**src/rtl/uart_tx_core.sv**
```systemverilog
// UART transmit engine: pops 10-bit words from the TX FIFO and serialises them
// as start / 7-10 data bits LSB-first / optional parity / 1-2 stop / idle gap.
module uart_tx_core (
  input  logic        clk,
  input  logic        rst,
  input  logic [11:0] r_clkdiv,
  input  logic [3:0]  r_oversampling,
  input  logic [1:0]  r_data_bit,
  input  logic        r_parity_en,
  input  logic [1:0]  r_parity,
  input  logic        r_stop_bit,
  input  logic [3:0]  r_interval_bit,
  input  logic        r_cts,
  input  logic        r_tx_logic_clr,
  input  logic        cts_n,
  input  logic        tx_fifo_empty,
  input  logic [9:0]  tx_fifo_rdata,
  output logic        tx_fifo_rd,
  output logic        txd,
  output logic        tx_busy,
  output logic        tx_done
);

  typedef enum logic [2:0] {
    S_IDLE, S_START, S_DATA, S_PARITY, S_STOP, S_GAP
  } state_e;

  state_e      state_q;
  logic [11:0] pre_q, clkdiv_q;
  logic [3:0]  tick_q, ovs_q, bit_q, nb_q, iv_q;
  logic [9:0]  word_q;
  logic [1:0]  par_q;
  logic        par_en_q, stop2_q;
  logic        txd_q, rd_q, busy_q, done_q;
  logic        cts_s1_q, cts_s2_q;

  logic        bit_end, data_last, stop_last, gap_last, cts_ok, idle_next, pop;

  function automatic logic [9:0] data_mask(input logic [1:0] db);
    case (db)
      2'd0:    data_mask = 10'h07F;
      2'd1:    data_mask = 10'h0FF;
      2'd2:    data_mask = 10'h1FF;
      default: data_mask = 10'h3FF;
    endcase
  endfunction

  // word_q is stored already masked, so even parity is a plain reduction
  function automatic logic par_bit(input logic [9:0] w, input logic [1:0] mode);
    case (mode)
      2'd0:    par_bit = ^w;
      2'd1:    par_bit = ~^w;
      2'd2:    par_bit = 1'b1;
      default: par_bit = 1'b0;
    endcase
  endfunction

  always_ff @(posedge clk) begin
    if (rst) begin
      cts_s1_q <= 1'b1;
      cts_s2_q <= 1'b1;
    end else begin
      cts_s1_q <= cts_n;
      cts_s2_q <= cts_s1_q;
    end
  end

  // idle_next covers both steady IDLE and the edge that returns to IDLE, so a
  // queued word pops without an extra idle clock between frames
  always_comb begin
    bit_end   = (pre_q == clkdiv_q) && (tick_q == ovs_q);
    data_last = (bit_q == nb_q - 4'd1);
    stop_last = !stop2_q || bit_q[0];
    gap_last  = (bit_q == iv_q - 4'd1);
    cts_ok    = !r_cts || !cts_s2_q;
    idle_next = ((state_q == S_IDLE) && !rd_q) ||
                ((state_q == S_STOP) && bit_end && stop_last && (iv_q == 4'd0)) ||
                ((state_q == S_GAP) && bit_end && gap_last);
    pop       = idle_next && !tx_fifo_empty && cts_ok;
  end

  always_ff @(posedge clk) begin
    if (rst || r_tx_logic_clr) begin
      state_q  <= S_IDLE;
      pre_q    <= '0;
      tick_q   <= '0;
      bit_q    <= '0;
      word_q   <= '0;
      txd_q    <= 1'b1;
      rd_q     <= 1'b0;
      busy_q   <= 1'b0;
      done_q   <= 1'b0;
      if (rst) begin
        clkdiv_q <= '0;
        ovs_q    <= '0;
        nb_q     <= '0;
        iv_q     <= '0;
        par_q    <= '0;
        par_en_q <= 1'b0;
        stop2_q  <= 1'b0;
      end
    end else begin
      rd_q   <= 1'b0;
      done_q <= 1'b0;

      if (state_q == S_IDLE) begin
        pre_q  <= '0;
        tick_q <= '0;
      end else if (pre_q == clkdiv_q) begin
        pre_q  <= '0;
        tick_q <= (tick_q == ovs_q) ? 4'd0 : tick_q + 4'd1;
      end else begin
        pre_q <= pre_q + 12'd1;
      end

      case (state_q)
        S_IDLE: begin
          txd_q <= 1'b1;
          if (rd_q) begin
            state_q <= S_START;
            txd_q   <= 1'b0;
            bit_q   <= '0;
          end else begin
            busy_q <= 1'b0;
          end
        end
        S_START: if (bit_end) begin
          state_q <= S_DATA;
          bit_q   <= '0;
          txd_q   <= word_q[0];
        end
        S_DATA: if (bit_end) begin
          if (data_last) begin
            bit_q <= '0;
            if (par_en_q) begin
              state_q <= S_PARITY;
              txd_q   <= par_bit(word_q, par_q);
            end else begin
              state_q <= S_STOP;
              txd_q   <= 1'b1;
            end
          end else begin
            bit_q <= bit_q + 4'd1;
            txd_q <= word_q[bit_q + 4'd1];
          end
        end
        S_PARITY: if (bit_end) begin
          state_q <= S_STOP;
          bit_q   <= '0;
          txd_q   <= 1'b1;
        end
        S_STOP: begin
          txd_q <= 1'b1;
          if (bit_end) begin
            if (!stop_last) begin
              bit_q <= 4'd1;
            end else begin
              done_q <= 1'b1;
              bit_q  <= '0;
              if (iv_q != 4'd0) begin
                state_q <= S_GAP;
              end else begin
                state_q <= S_IDLE;
                busy_q  <= 1'b0;
              end
            end
          end
        end
        S_GAP: begin
          txd_q <= 1'b1;
          if (bit_end) begin
            if (gap_last) begin
              state_q <= S_IDLE;
              bit_q   <= '0;
              busy_q  <= 1'b0;
            end else begin
              bit_q <= bit_q + 4'd1;
            end
          end
        end
        default: begin
          state_q <= S_IDLE;
          txd_q   <= 1'b1;
        end
      endcase

      // frame format is captured here; later register writes don't touch it
      if (pop) begin
        rd_q     <= 1'b1;
        busy_q   <= 1'b1;
        word_q   <= tx_fifo_rdata & data_mask(r_data_bit);
        nb_q     <= 4'd7 + {2'b00, r_data_bit};
        par_en_q <= r_parity_en;
        par_q    <= r_parity;
        stop2_q  <= r_stop_bit;
        iv_q     <= r_interval_bit;
        clkdiv_q <= r_clkdiv;
        ovs_q    <= r_oversampling;
      end
    end
  end

  assign tx_fifo_rd = rd_q;
  assign txd        = txd_q;
  assign tx_busy    = busy_q;
  assign tx_done    = done_q;

endmodule
```
**config.mk**
```make
export PLATFORM = sky130hd
export DESIGN_NAME = uart_tx_core
export DESIGN_NICKNAME = d
export VERILOG_FILES = /design/src/rtl/uart_tx_core.sv
export SDC_FILE = /design/constraint.sdc
export NUM_CORES = 1
export LEC_CHECK = 0
export BUFFER_PORTS_ARGS = -buffer_cell sky130_fd_sc_hd__buf_2
export CORE_MARGIN = 2
export CORE_UTILIZATION = 56
export CTS_CLUSTER_SIZE = 10
export DETAILED_ROUTE_END_ITERATION = 8
export PLACE_DENSITY = 0.88
export RECOVER_POWER = 25
export SETUP_SLACK_MARGIN = 0.15
export SLEW_MARGIN = 20
export SYNTH_ARGS = -nofsm -noshare
export SYNTH_HDL_FRONTEND = slang
export SYNTH_SLANG_ARGS = --single-unit
```
**constraint.sdc**
```tcl
create_clock -name clk -period 6.27 [get_ports clk]
set_clock_uncertainty 0.15 [all_clocks]
set_input_delay 0.9405 -clock clk [delete_from_list [all_inputs] [get_ports clk]]
set_output_delay 0.9405 -clock clk [all_outputs]
set_load 0.01 [all_outputs]
```
==> results.toml <==
[yosys]
yosysMostFrequentCell = "dfxtp_1"
synth_area_um2 = 3460
async_flop_share = 0
ys_seq_elements = 67
synth.net_count = 392
synth_seq_area_share = 0.469
synth_common_cells = "dfxtp_1 (39), nand2_1 (32), edfxtp_1 (28)"
synth_ff_type = "dfxtp_1"
synth_top_area_frac = 0.243
synth_area_leaders = "edfxtp_1 (24%), dfxtp_1 (23%), xor2_1 (6.3%)"
synth_edf_count = 28
syn_area_per_cell_um2 = 10.1
yosysUniqueCellTypes = 51
synth_top_area_cell = "edfxtp_1"
yosysWarningCount = 0
synthCells = 341

[power]
irDropWorstVdd_v = 0.000212
power_density_nw_per_um2 = 243
leakagePower_nw = 1.56

[grt]
overflow = 0
grt_pass1_wl_um = 10600
antenna_found_initial = 0
first_global_vias = 2290
grt_max_degree = 27
gr-usage-all-layers = 0.212

[sta]
setup_viol = 0
setup-tns-final_ns = 0
rsz0062_at_grt = "false"
finalMaxSlewViolations = 0
layout_min_cycle_time_ns = 3.27
timing.hold.ws_ns = 0.273
fmax_mhz = 306
fin_crit_sh = 0.521
worst_slew_pin_slew_ns = 1.18
hold_viol_final = 0
maxSlewHeadroom = 0.208

[final_layout]
num-nets-final = 435
layout.cells.non_filler = 464
syn_to_final_growth_pct = 14.0
nFillCells = 466
drive_above_1_share = 0.188
num_antenna_cells = 0

[critical_path]
start_kind = "flip-flop"
cpPeakStageDelay_ns = 0.65
reg2reg_depth = 9
arrival_ns = 3.16
cp-endpoint = "par_en_q"
crit_slowest_cell = "o21bai_2"
crit_start = "iv_q[0]"
path_depth = 9
cp-end-kind = "flip-flop"
ff2ff_setup_slack_ns = 3.00
critPathBufInv = 2
path_cells = "inv_1 -> ha_1 -> xnor3_1 -> nand3_1 -> or3_1 -> a21oi_1 -> o21ai_1 -> o21bai_2 -> buf_4"
critPathMaxFanout = 15
r2r_start = "iv_q[0]"
reg2reg_to = "par_en_q"
cp.required_ns = 6.16
crit_type = "flip-flop to flip-flop"
cp_top_family = "compound AO/OA/AOI/OAI gates"

[floorplan]
std_cell_rows = 28
coreArea_um2 = 5960
io_pins = 46
start_util = 0.581
die-width_um = 82.6
design.die.area_um2 = 6830
die_y_um = 82.6

[clocking]
cts_tree = "yes"
cts_setup_buffers = 0
numCtsBuffers = 9
cts_buffer_depth = 2
clk_latency_ns = 0.35
clkTransAtPathRegs_ns = 0.07
cts-hold-fix-buffers = 0
root_buffer = "clkbuf_8"
htreeDepth = 3
post_cts_resized = 0
cts_sinks = 67

[job]
cap_violations = 0

[placement]
dp_cells = 448
place.gp.congestion = 0.868
port_buffers = 45
hpwl_um = 4800

[route]
wl_per_cell_um = 14.4
drtIter0Drc = 221
ant_nets = 0
vias_per_cell = 5.52
first_pass_iters = 5
drc = 0
wl_um = 6680
dr_total_vias = 2559

[min_path]
min_path_type = "flip-flop to flip-flop"

[outcome]
status = "finished clean"
layout make-up:
| cell class | count | area [um2] | area share |
|---|---|---|---|
| Clock buffer | 10 | 128 | 0.0324 |
| Clock inverter | 6 | 90.1 | 0.0228 |
| Inverter | 10 | 37.5 | 0.00952 |
| Multi-Input combinational cell | 249 | 1740 | 0.440 |
| Sequential cell | 67 | 1620 | 0.411 |
| Tap cell | 75 | 93.8 | 0.0238 |
| Timing Repair Buffer | 47 | 238 | 0.0603 |
registers in the layout, indices dropped and copies added (netlist names):
register,flops
tick_q,4
bit_q,4
pre_q,12
par_en_q,1
cts_s1_q,1
tx_done,1
ovs_q,4
par_q,2
tx_fifo_rd,1
txd,1
cts_s2_q,1
clkdiv_q,12
iv_q,4
nb_q,4
state_q,3
word_q,10
tx_busy,1
stop2_q,1
power breakdown:
part	internal, W	total, W	switching [W]
clock network	0.000224	0.000387	0.000163
logic	0.0000414	0.0000873	0.0000458
registers	0.000472	0.000484	0.0000112
total	0.000738	0.000958	0.000220
cells by family after synthesis:
kind of cell / count (synthesis) / synth area share
and+or+nand+nor: 138 / 0.222
DFF: 67 / 0.469
xor gates and xnor gates: 47 / 0.127
AOI/OAI and AO/OA: 41 / 0.0709
buffers and inverters: 25 / 0.0311
muxes: 14 / 0.0477
adders and majority gates: 9 / 0.0325
metrics by stage:
step           utilization  setup slack [ns]  power (W)  area (um2)
6_report             0.662              3.00   0.000958        3940
4_1_cts              0.663              2.95   0.000964        3950
3_3_place_gp         0.626              3.15   0.000576        3730
3_5_place_dp         0.626              3.00   0.000580        3730
2_1_floorplan            -              2.69   0.000552        3460
5_1_grt              0.662              2.76   0.000995        3940
cell usage in the layout (no fill, tap or decap), drive strengths merged, types with 2 or more instances in the layout:
master	count
mux4	2
o21ai	10
bufinv	2
nor3	4
nand2	32
or2	4
clkbuf	12
and3	6
buf	45
edfxtp	28
xnor3	2
mux2i	12
nand3	13
nor3b	3
and2	26
or4	3
xor2	25
inv	10
clkinv	3
a31oi	2
a21oi	15
o211ai	3
o21a	3
nand4	3
xnor2	20
dfxtp	39
or3	4
nor2	23
nor2b	3
nor4	7
ha	9
layer usage:
layer	vias to the layer above	GRT usage	routed length (um)
li1	1268	-	-
met1	1190	0.286	2980
met2	88	0.323	3110
met3	13	0.0511	454
met4	0	0.0951	140
met5	-	0	0
worst min-delay path by stage:
| stage | from | endpoint | slack (ns) | depth (start not counted) |
|---|---|---|---|---|
| CTS | cts_s1_q | cts_s2_q | 0.27 | 1 |
| floorplan | cts_s1_q | cts_s2_q | 0.24 | 1 |
| finish | cts_s1_q | cts_s2_q | 0.27 | 1 |
| global placement | cts_s1_q | cts_s2_q | 0.25 | 1 |
| global route | cts_s1_q | cts_s2_q | 0.30 | 1 |
| detailed placement | cts_s1_q | cts_s2_q | 0.26 | 1 |
No activity file was read; power rests on OpenSTA's default activity.
